<file path="src/rtl/inertial_imu_reader.sv">
// IMU front end: configures a 6-axis IMU over 4-wire SPI (mode 3 master), then on each
// data-ready interrupt reads pitch rate and Z acceleration and presents them with a vld strobe.
module inertial_imu_reader #(
    parameter int INIT_WAIT  = 65536,
    parameter int SCLK_DIV_W = 5
) (
    input  logic        clk,
    input  logic        rst_n,
    input  logic        INT,
    input  logic        MISO,
    output logic        SS_n,
    output logic        SCLK,
    output logic        MOSI,
    output logic        vld,
    output logic [15:0] ptch_rt,
    output logic [15:0] AZ
);

    localparam int IW = $clog2(INIT_WAIT + 1);

    // Divider landmarks: loading 3/4 of full scale yields a quarter-period front porch
    // with SCLK high; the frame ends a quarter period after the 16th rising edge.
    localparam logic [SCLK_DIV_W-1:0] DIV_LOAD = {2'b11, {(SCLK_DIV_W-2){1'b0}}};
    localparam logic [SCLK_DIV_W-1:0] DIV_RISE = {1'b0, {(SCLK_DIV_W-1){1'b1}}};
    localparam logic [SCLK_DIV_W-1:0] DIV_FALL = {SCLK_DIV_W{1'b1}};
    localparam logic [SCLK_DIV_W-1:0] DIV_END  = {2'b10, {(SCLK_DIV_W-2){1'b1}}};

    localparam logic [3:0] INIT_DLY = 4'd0;
    localparam logic [3:0] INIT1    = 4'd1;
    localparam logic [3:0] INIT2    = 4'd2;
    localparam logic [3:0] INIT3    = 4'd3;
    localparam logic [3:0] INIT4    = 4'd4;
    localparam logic [3:0] WAIT_INT = 4'd5;
    localparam logic [3:0] RD_PL    = 4'd6;
    localparam logic [3:0] RD_PH    = 4'd7;
    localparam logic [3:0] RD_AL    = 4'd8;
    localparam logic [3:0] RD_AH    = 4'd9;
    localparam logic [3:0] DONE     = 4'd10;

    logic [3:0]            state;
    logic [IW-1:0]         init_cnt;
    logic                  int_ff1, int_ff2, int_ff3;
    logic                  trig;
    logic                  pending;
    logic                  launched;
    logic                  ss_gap;
    logic [SCLK_DIV_W-1:0] div;
    logic [4:0]            rise_cnt;
    logic [15:0]           tx;
    logic [7:0]            rx;
    logic [7:0]            pl, ph, al;
    logic [15:0]           frame_word;
    logic                  issue;
    logic                  start;
    logic                  done_now;

    // INT is asynchronous: two flops to synchronize, a third to find the rising edge.
    always_ff @(posedge clk or negedge rst_n) begin
        if (!rst_n) begin
            int_ff1 <= 1'b0;
            int_ff2 <= 1'b0;
            int_ff3 <= 1'b0;
        end else begin
            int_ff1 <= INT;
            int_ff2 <= int_ff1;
            int_ff3 <= int_ff2;
        end
    end

    assign trig = int_ff2 & ~int_ff3;

    always_comb begin
        frame_word = 16'h0000;
        case (state)
            INIT1:   frame_word = 16'h0D02;
            INIT2:   frame_word = 16'h1053;
            INIT3:   frame_word = 16'h1150;
            INIT4:   frame_word = 16'h1460;
            RD_PL:   frame_word = 16'hA200;
            RD_PH:   frame_word = 16'hA300;
            RD_AL:   frame_word = 16'hAC00;
            RD_AH:   frame_word = 16'hAD00;
            default: frame_word = 16'h0000;
        endcase
    end

    assign issue    = state inside {INIT1, INIT2, INIT3, INIT4, RD_PL, RD_PH, RD_AL, RD_AH};
    // ss_gap is SS_n delayed one clk, guaranteeing two idle clks between frames.
    assign start    = issue && !launched && SS_n && ss_gap;
    assign done_now = !SS_n && (rise_cnt == 5'd16) && (div == DIV_END);
    assign SCLK     = SS_n | div[SCLK_DIV_W-1];

    always_ff @(posedge clk or negedge rst_n) begin
        if (!rst_n) begin
            SS_n     <= 1'b1;
            ss_gap   <= 1'b0;
            MOSI     <= 1'b0;
            div      <= '0;
            rise_cnt <= '0;
            tx       <= '0;
            rx       <= '0;
        end else begin
            ss_gap <= SS_n;
            if (start) begin
                SS_n     <= 1'b0;
                div      <= DIV_LOAD;
                rise_cnt <= '0;
                tx       <= frame_word;
                rx       <= '0;
                MOSI     <= 1'b0;
            end else if (!SS_n) begin
                div <= div + 1'b1;
                if (div == DIV_FALL) begin
                    MOSI <= tx[15];
                    tx   <= {tx[14:0], 1'b0};
                end
                if (div == DIV_RISE) begin
                    rx       <= {rx[6:0], MISO};
                    rise_cnt <= rise_cnt + 5'd1;
                end
                if (done_now) begin
                    SS_n <= 1'b1;
                    MOSI <= 1'b0;
                end
            end
        end
    end

    // vld is a single-cycle strobe with no backpressure: ptch_rt/AZ are valid and
    // newly loaded exactly on the cycle vld is high, and hold until the next strobe.
    always_ff @(posedge clk or negedge rst_n) begin
        if (!rst_n) begin
            state    <= INIT_DLY;
            init_cnt <= '0;
            pending  <= 1'b0;
            launched <= 1'b0;
            pl       <= '0;
            ph       <= '0;
            al       <= '0;
            ptch_rt  <= '0;
            AZ       <= '0;
            vld      <= 1'b0;
        end else begin
            vld <= 1'b0;
            if (start)
                launched <= 1'b1;
            else if (done_now)
                launched <= 1'b0;
            case (state)
                INIT_DLY: begin
                    if (init_cnt == IW'(INIT_WAIT - 1))
                        state <= INIT1;
                    else
                        init_cnt <= init_cnt + 1'b1;
                end
                INIT1, INIT2, INIT3: begin
                    if (done_now)
                        state <= state + 4'd1;
                end
                INIT4: begin
                    if (done_now) begin
                        state   <= WAIT_INT;
                        pending <= 1'b0;
                    end
                end
                WAIT_INT: begin
                    if (trig || pending) begin
                        state   <= RD_PL;
                        pending <= 1'b0;
                    end
                end
                RD_PL: begin
                    if (trig) pending <= 1'b1;
                    if (done_now) begin
                        pl    <= rx;
                        state <= RD_PH;
                    end
                end
                RD_PH: begin
                    if (trig) pending <= 1'b1;
                    if (done_now) begin
                        ph    <= rx;
                        state <= RD_AL;
                    end
                end
                RD_AL: begin
                    if (trig) pending <= 1'b1;
                    if (done_now) begin
                        al    <= rx;
                        state <= RD_AH;
                    end
                end
                RD_AH: begin
                    if (trig) pending <= 1'b1;
                    if (done_now) begin
                        ptch_rt <= {ph, pl};
                        AZ      <= {rx, al};
                        vld     <= 1'b1;
                        state   <= DONE;
                    end
                end
                DONE: begin
                    if (trig) pending <= 1'b1;
                    state <= WAIT_INT;
                end
                default: state <= INIT_DLY;
            endcase
        end
    end

endmodule
</file>
<file path="config.mk">
export PLATFORM = sky130hd
export DESIGN_NAME = inertial_imu_reader
export DESIGN_NICKNAME = d
export VERILOG_FILES = /design/src/rtl/inertial_imu_reader.sv
export SDC_FILE = /design/constraint.sdc
export NUM_CORES = 1
export LEC_CHECK = 0
export CORE_ASPECT_RATIO = 0.5
export CORE_MARGIN = 2
export CORE_UTILIZATION = 60
export CTS_BUF_LIST = sky130_fd_sc_hd__clkbuf_8
export DETAILED_ROUTE_END_ITERATION = 6
export DONT_BUFFER_PORTS = 1
export PLACE_DENSITY_LB_ADDON = 0.15
export SLEW_MARGIN = 20
export SYNTH_ARGS = -nofsm -noshare
export SYNTH_HDL_FRONTEND = slang
export SYNTH_SLANG_ARGS = --single-unit
export TNS_END_PERCENT = 10
</file>
<file path="constraint.sdc">
create_clock -name clk -period 4.2 [get_ports clk]
set_clock_uncertainty 0.05 [all_clocks]
set_input_delay 0.84 -clock clk [delete_from_list [all_inputs] [get_ports clk]]
set_output_delay 0.84 -clock clk [all_outputs]
set_load 0.01 [all_outputs]
</file>
## Yosys cells after proc, flatten, opt, wreduce, memory -nomap -nowiden

Memories as Yosys holds them, arrays and structs flattened.
Cells that the tools add are included.

| storage, ports and cells | value |
|---|---|
| word-level logic and storage cells | 114 |
| input port bits | 4 |
| output and inout port bits | 36 |
| register bits after elaboration | 120 |
| memory bits (read-only) | 192 |
| memories | 1 |

Memory list:

| memory | depth | bits a word | read ports | clocked after Yosys merged registers in | write ports | RTL line | RTL |
|---|---|---|---|---|---|---|---|
| (no name shown) | 16 | 12 | 1 | 0 | 0 | 74 | `case (state)` |

| operators by class | value |
|---|---|
| bitwise operators | 4 |
| equal/unequal tests | 25 |
| muxes and demuxes | 33 |
| add/subtract/negate cells | 4 |
| reductions and logical operators | 27 |

Operators by type and width:

| kind | number |
|---|---|
| $mux 16 | 3 |
| $pmux 4 s9 | 1 |
| $mux 4 | 8 |
| $mux 5 | 5 |
| $mux 8 | 3 |
| $add 17x1->17 const B | 1 |
| $eq 17x16->1 const B | 1 |
| $eq 4x3->1 const B | 4 |
| $ne 2x2->1 const B | 8 |
| $reduce_and 2->1 | 8 |
| $eq 5x5->1 const B | 3 |
| $eq 4x4->1 const B | 3 |
| $mux 1 | 12 |
| $add 5x1->5 const B | 2 |
| $eq 4x2->1 const B | 2 |
| $reduce_and 8->1 | 1 |
| $reduce_bool 8->1 | 1 |
| $reduce_bool 2->1 | 3 |
| $reduce_bool 3->1 | 2 |
| $eq 5x4->1 const B | 1 |
| $logic_and 1x1->1 | 5 |
| $reduce_or 5->1 | 1 |
| $add 4x1->4 const B | 1 |
| $eq 4x1->1 const B | 1 |
| 10 further kinds | 13 |

## Logic depth before layout (Yosys ltp)

| logic depth | value |
|---|---|
| word-level depth | 7 |
| mapped depth | 10 |
| mapped depth without buffers | 10 |

## Least setup slack after synthesis

No wires, ideal clock.

| timing path | value |
|---|---|
| path kind | register to register |
| start | register init_cnt[4] |
| end | register init_cnt[13] |
| buffers on the path | 0 |
| slack | 1.978 ns |
| required time | 4.071 ns |
| arrival time | 2.092 ns |
| setup time | 0.079 ns |
| cell stages (with the launch flop) | 10 |
| cell sequence | dfrtp_1 and4_1 nand2_1 nor3_1 ha_1 nor4b_4 and3_4 nand3_4 nor3_2 xor2_1 |

| between the ends | value |
|---|---|
| longest elaborated chain between the ends | 3 |
| elaborated cells between the ends (all ways) | 4 |

Ends and longest elaborated chain:

| element | RTL line | RTL |
|---|---|---|
| start: declaration | 41 | `logic [IW-1:0] init_cnt;` |
| start signal: assignment | 154 | `init_cnt <= init_cnt + 1'b1;` |
| parallel branches: the longest is 3 deep, another holds $add 17x1->17 | - |  |

Parallel ways; which one is timed is not known.
A chain may end at the register's enable or synchronous reset.

## Worst setup path after layout

| timing path | value |
|---|---|
| start | register state[2] |
| end | register tx[1] |

| between the ends | value |
|---|---|
| longest elaborated chain between the ends | 7 |
| elaborated cells between the ends (all ways) | 17 |

Ends and longest elaborated chain:

| element | RTL line | RTL |
|---|---|---|
| start: declaration | 40 | `logic [3:0] state;` |
| start signal: assignment | 158 | `state <= state + 4'd1;` |
| $eq 4x1->1, or another cell as far along | 87 | `assign issue = state inside {INIT1, INIT2, INIT3, INIT4, RD_PL, RD_PH, RD_AL, RD_AH};` |
| $reduce_bool 8->1 | 87 |  |
| $logic_and 1x1->1 (3 in series) | 89 | `assign start = issue && !launched && SS_n && ss_gap;` |
| $ne 2x1->1 (no line) or $reduce_bool 2->1 (tied branches) | - |  |
| $reduce_and 2->1 (no line) | - |  |
| end signal: assignment | 108 | `tx <= frame_word;` |
| end signal: assignment | 115 | `tx <= {tx[14:0], 1'b0};` |
| end: declaration | 49 | `logic [15:0] tx;` |

Several ways; a longest one is shown, not always the timed one.

==> impl_metrics.py <==
metrics = {
    "global_routing": {
        "grtUsageTotal_pct": 22.39,
        "antenna_found_initial": 0,
        "grt_overflow": 0,
        "grt_max_degree": 121,
        "grt_pass1_wl_mm": 16.30,
        "grt_pass1_vias": 3264,
    },
    "synth": {
        "ys_seq_area_share_pct": 57.29,
        "netlist.area_leader.share_pct": 56.79,
        "synth_edf_count": 0,
        "synth_area_per_cell_um2": 11.94,
        "syn_inst": 439,
        "synth_warnings": 0,
        "syn_nets": 456,
        "synth_mux_area_share_pct": 14.03,
        "synthXorXnorAreaFrac_pct": 3.508,
        "synth_top_cells_by_area": "dfrtp_1 (57%), mux2_2 (13%), nand2_1 (3.5%), ha_1 (3.1%), nor2_1 (1.9%)",
        "async_reset_ff_share_pct": 100.0,
        "synthDistinctLibCells": 52,
        "ys_ff_latch": 120,
        "syn-cell-area_um2": 5244,
        "yosysTopAreaCell": "dfrtp_1",
        "synth-simple-area-share_pct": 12.77,
        "synth-main-ff-cell": "dfrtp_1",
        "synth_top_family_by_area": "multiplexers",
        "synth_fa_ha_area_share_pct": 3.102,
        "synth_compound_area_share_pct": 6.609,
    },
    "status": {
        "status": "complete, no violations",
    },
    "detailed_routing": {
        "drc": 0,
        "postRouteWirelength_mm": 9.625,
        "drt_iter0_drc": 221,
        "post_drt_wl_per_cell_um": 16.95,
        "drt_pass1_iterations": 4,
        "drt-vias-per-instance": 5.729,
        "route.vias.total": 3254,
        "ant_nets": 0,
    },
    "worst_setup_path": {
        "max_stage_delay_ps": 830,
        "end_kind": "register",
        "cp_top_family": "simple AND/OR/NAND/NOR gates",
        "crit_type": "register to register",
        "crit_arrival_ps": 3140,
        "required_ps": 4460,
        "slowest_stage": "nor2b_1",
        "cp_max_fo": 27,
        "critPathBufInv": 1,
        "path_cells": "nor2b_1 > o2bb2ai_1 > o21a_1 > buf_4 > nor2_2 > a221o_1",
        "start_kind": "register",
    },
    "timing": {
        "tns_ps": 0,
        "tightest_slew_ps": 995.8,
        "period_share_pct": 68.47,
        "min_period_ps": 2876,
        "whs_ps": 50.48,
        "setup_violations": 0,
        "finalHoldViolations": 0,
        "maxSlewHeadroom_pct": 33.47,
        "fmax_mhz": 347.7,
        "final-max-slew-violation-count": 0,
        "rsz0062_at_grt": "false",
    },
    "final_layout": {
        "fin_cells": 568,
        "antennaDiodeCount": 0,
        "nNetsFinal": 455,
        "drive_gt1_share_pct": 23.06,
        "fill_cells": 631,
        "syn_to_final_growth_pct": 8.733,
    },
    "job": {
        "drv_cap": 0,
    },
    "place": {
        "dp_hpwl_mm": 6.317,
        "port_buffers": 0,
        "placed_cells": 536,
        "gp_congestion": 0.8878,
    },
    "cts": {
        "clockRootBuffer": "clkbuf_8",
        "cts_htree_levels": 4,
        "cts_tree": "yes",
        "cts_hold_buf": 0,
        "post_cts_resized": 0,
        "insertion_delay_ps": 430,
        "path_clk_slew_ps": 80,
        "cts_made_buffers": 17,
        "cts_post_setup_buffers_inserted": 0,
        "cts_sinks": 120,
        "clk_path_buf_depth": 2,
    },
    "floorplanning": {
        "die_h_um": 70.11,
        "design.core.area_um2": 8588,
        "die_area_um2": 9549,
        "io_pins": 40,
        "dieWidth_um": 136.2,
        "start_util_pct": 61.06,
        "num_rows": 24,
    },
    "pwr": {
        "power_frac_clock_pct": 46.8,
        "irDropWorstVdd_v": 0.0002230,
        "p_leak_nw": 2.789,
        "cellInternalPower_mw": 1.704,
        "combinationalPowerShare_pct": 0.1,
        "p_sw_share_pct": 21.94,
        "p_switching_mw": 0.4791,
        "powerDensity_nw_per_um2": 382.9,
        "seqPwrFrac_pct": 53.1,
    },
    "worst_hold_path": {
        "hold_class": "input pin to asynchronous set/reset pin",
    },
}
logic make-up (layout without fill, tap and decap cells):
family / after synthesis / after routing
buf+inv: 33 / 45
compound gates: 55 / 55
simple gates: 131 / 131
xor+xnor: 21 / 21
flops: 120 / 120
mux: 66 / 66
fa+ha+maj: 13 / 13
per-layer routing:
metal  share of wire, %  wire [um]  GRT usage [%]
met5                  0          0              0
met1                 47       4487          29.73
met3                5.0        482          7.988
met2                 47       4540          35.12
met4                1.2        114          6.250
cells in the final DEF (no fill, tap or decap), drive strengths merged, types with 3 or more instances in the layout:
cell type	n
nand2b	4
nor3	6
dfrtp	119
clkinv	5
clkinvlp	3
a221o	5
mux2i	6
nand3	15
nor2	28
a21oi	19
ha	13
clkbuf	18
mux2	60
nand2	49
inv	16
and3	6
xnor2	10
nor2b	4
o21ai	14
xor2	11
nand4	7
power by group through the flow:
stage          Combinational [mW]  Clock [mW]  Sequential (mW)
2_1_floorplan             0.00147           0             1.18
3_5_place_dp              0.00187           0             1.18
3_3_place_gp              0.00170           0             1.18
4_1_cts                   0.00189        1.04             1.16
6_report                  0.00185        1.02             1.16
5_1_grt                   0.00220        1.11             1.16
metrics by stage:
stage                     cell area [um2]  utilization (%)  total power [mW]  setup slack (ps)
after detailed placement             5301            61.73             1.184              1413
final                                5702            66.39             2.183              1324
after global routing                 5702            66.39             2.271              1159
after CTS                            5698            66.35             2.204              1407
after floorplan                      5244                -             1.183              1978
after global placement               5301            61.73             1.184              1463
flip-flops by register name, summed over array words and instances, names as in the netlist, 8 cells and up:
register	cells
tx	16
AZ	16
pl	8
ptch_rt	16
al	8
init_cnt	17
rx	8
ph	8
final cells by class:
cell class                 instances  area [um2]  area share, %
inverter                          12       45.04         0.7900
tap                              117       146.4          2.567
clock inverter                    14       148.9          2.611
timing repair buffer               1       7.507         0.1317
clock buffer                      18       247.7          4.345
multi-input combinational        286        2102          36.87
sequential                       120        3004          52.69
worst paths after layout:
path                       startpoint       to  slack, ps  cells after the start
setup reg to reg             state[2]    tx[1]       1320                      6
min in group clk              int_ff1  int_ff2        300                      0
hold / removal                  rst_n    AZ[3]         50                      0
setup / recovery             state[2]    tx[1]       1320                      6
max in group asynchronous       rst_n     SS_n       3860                      0
hold reg to reg               int_ff1  int_ff2        300                      0
synth_stat cells (all sizes together), types with 11 or more instances:
library cell,count
dfrtp,119
mux2,60
nand2,49
nor2,28
a21oi,19
nand3,15
o21ai,14
ha,13
inv,12
clkbuf,11
xor2,11
(Power assumes the default switching activity.)
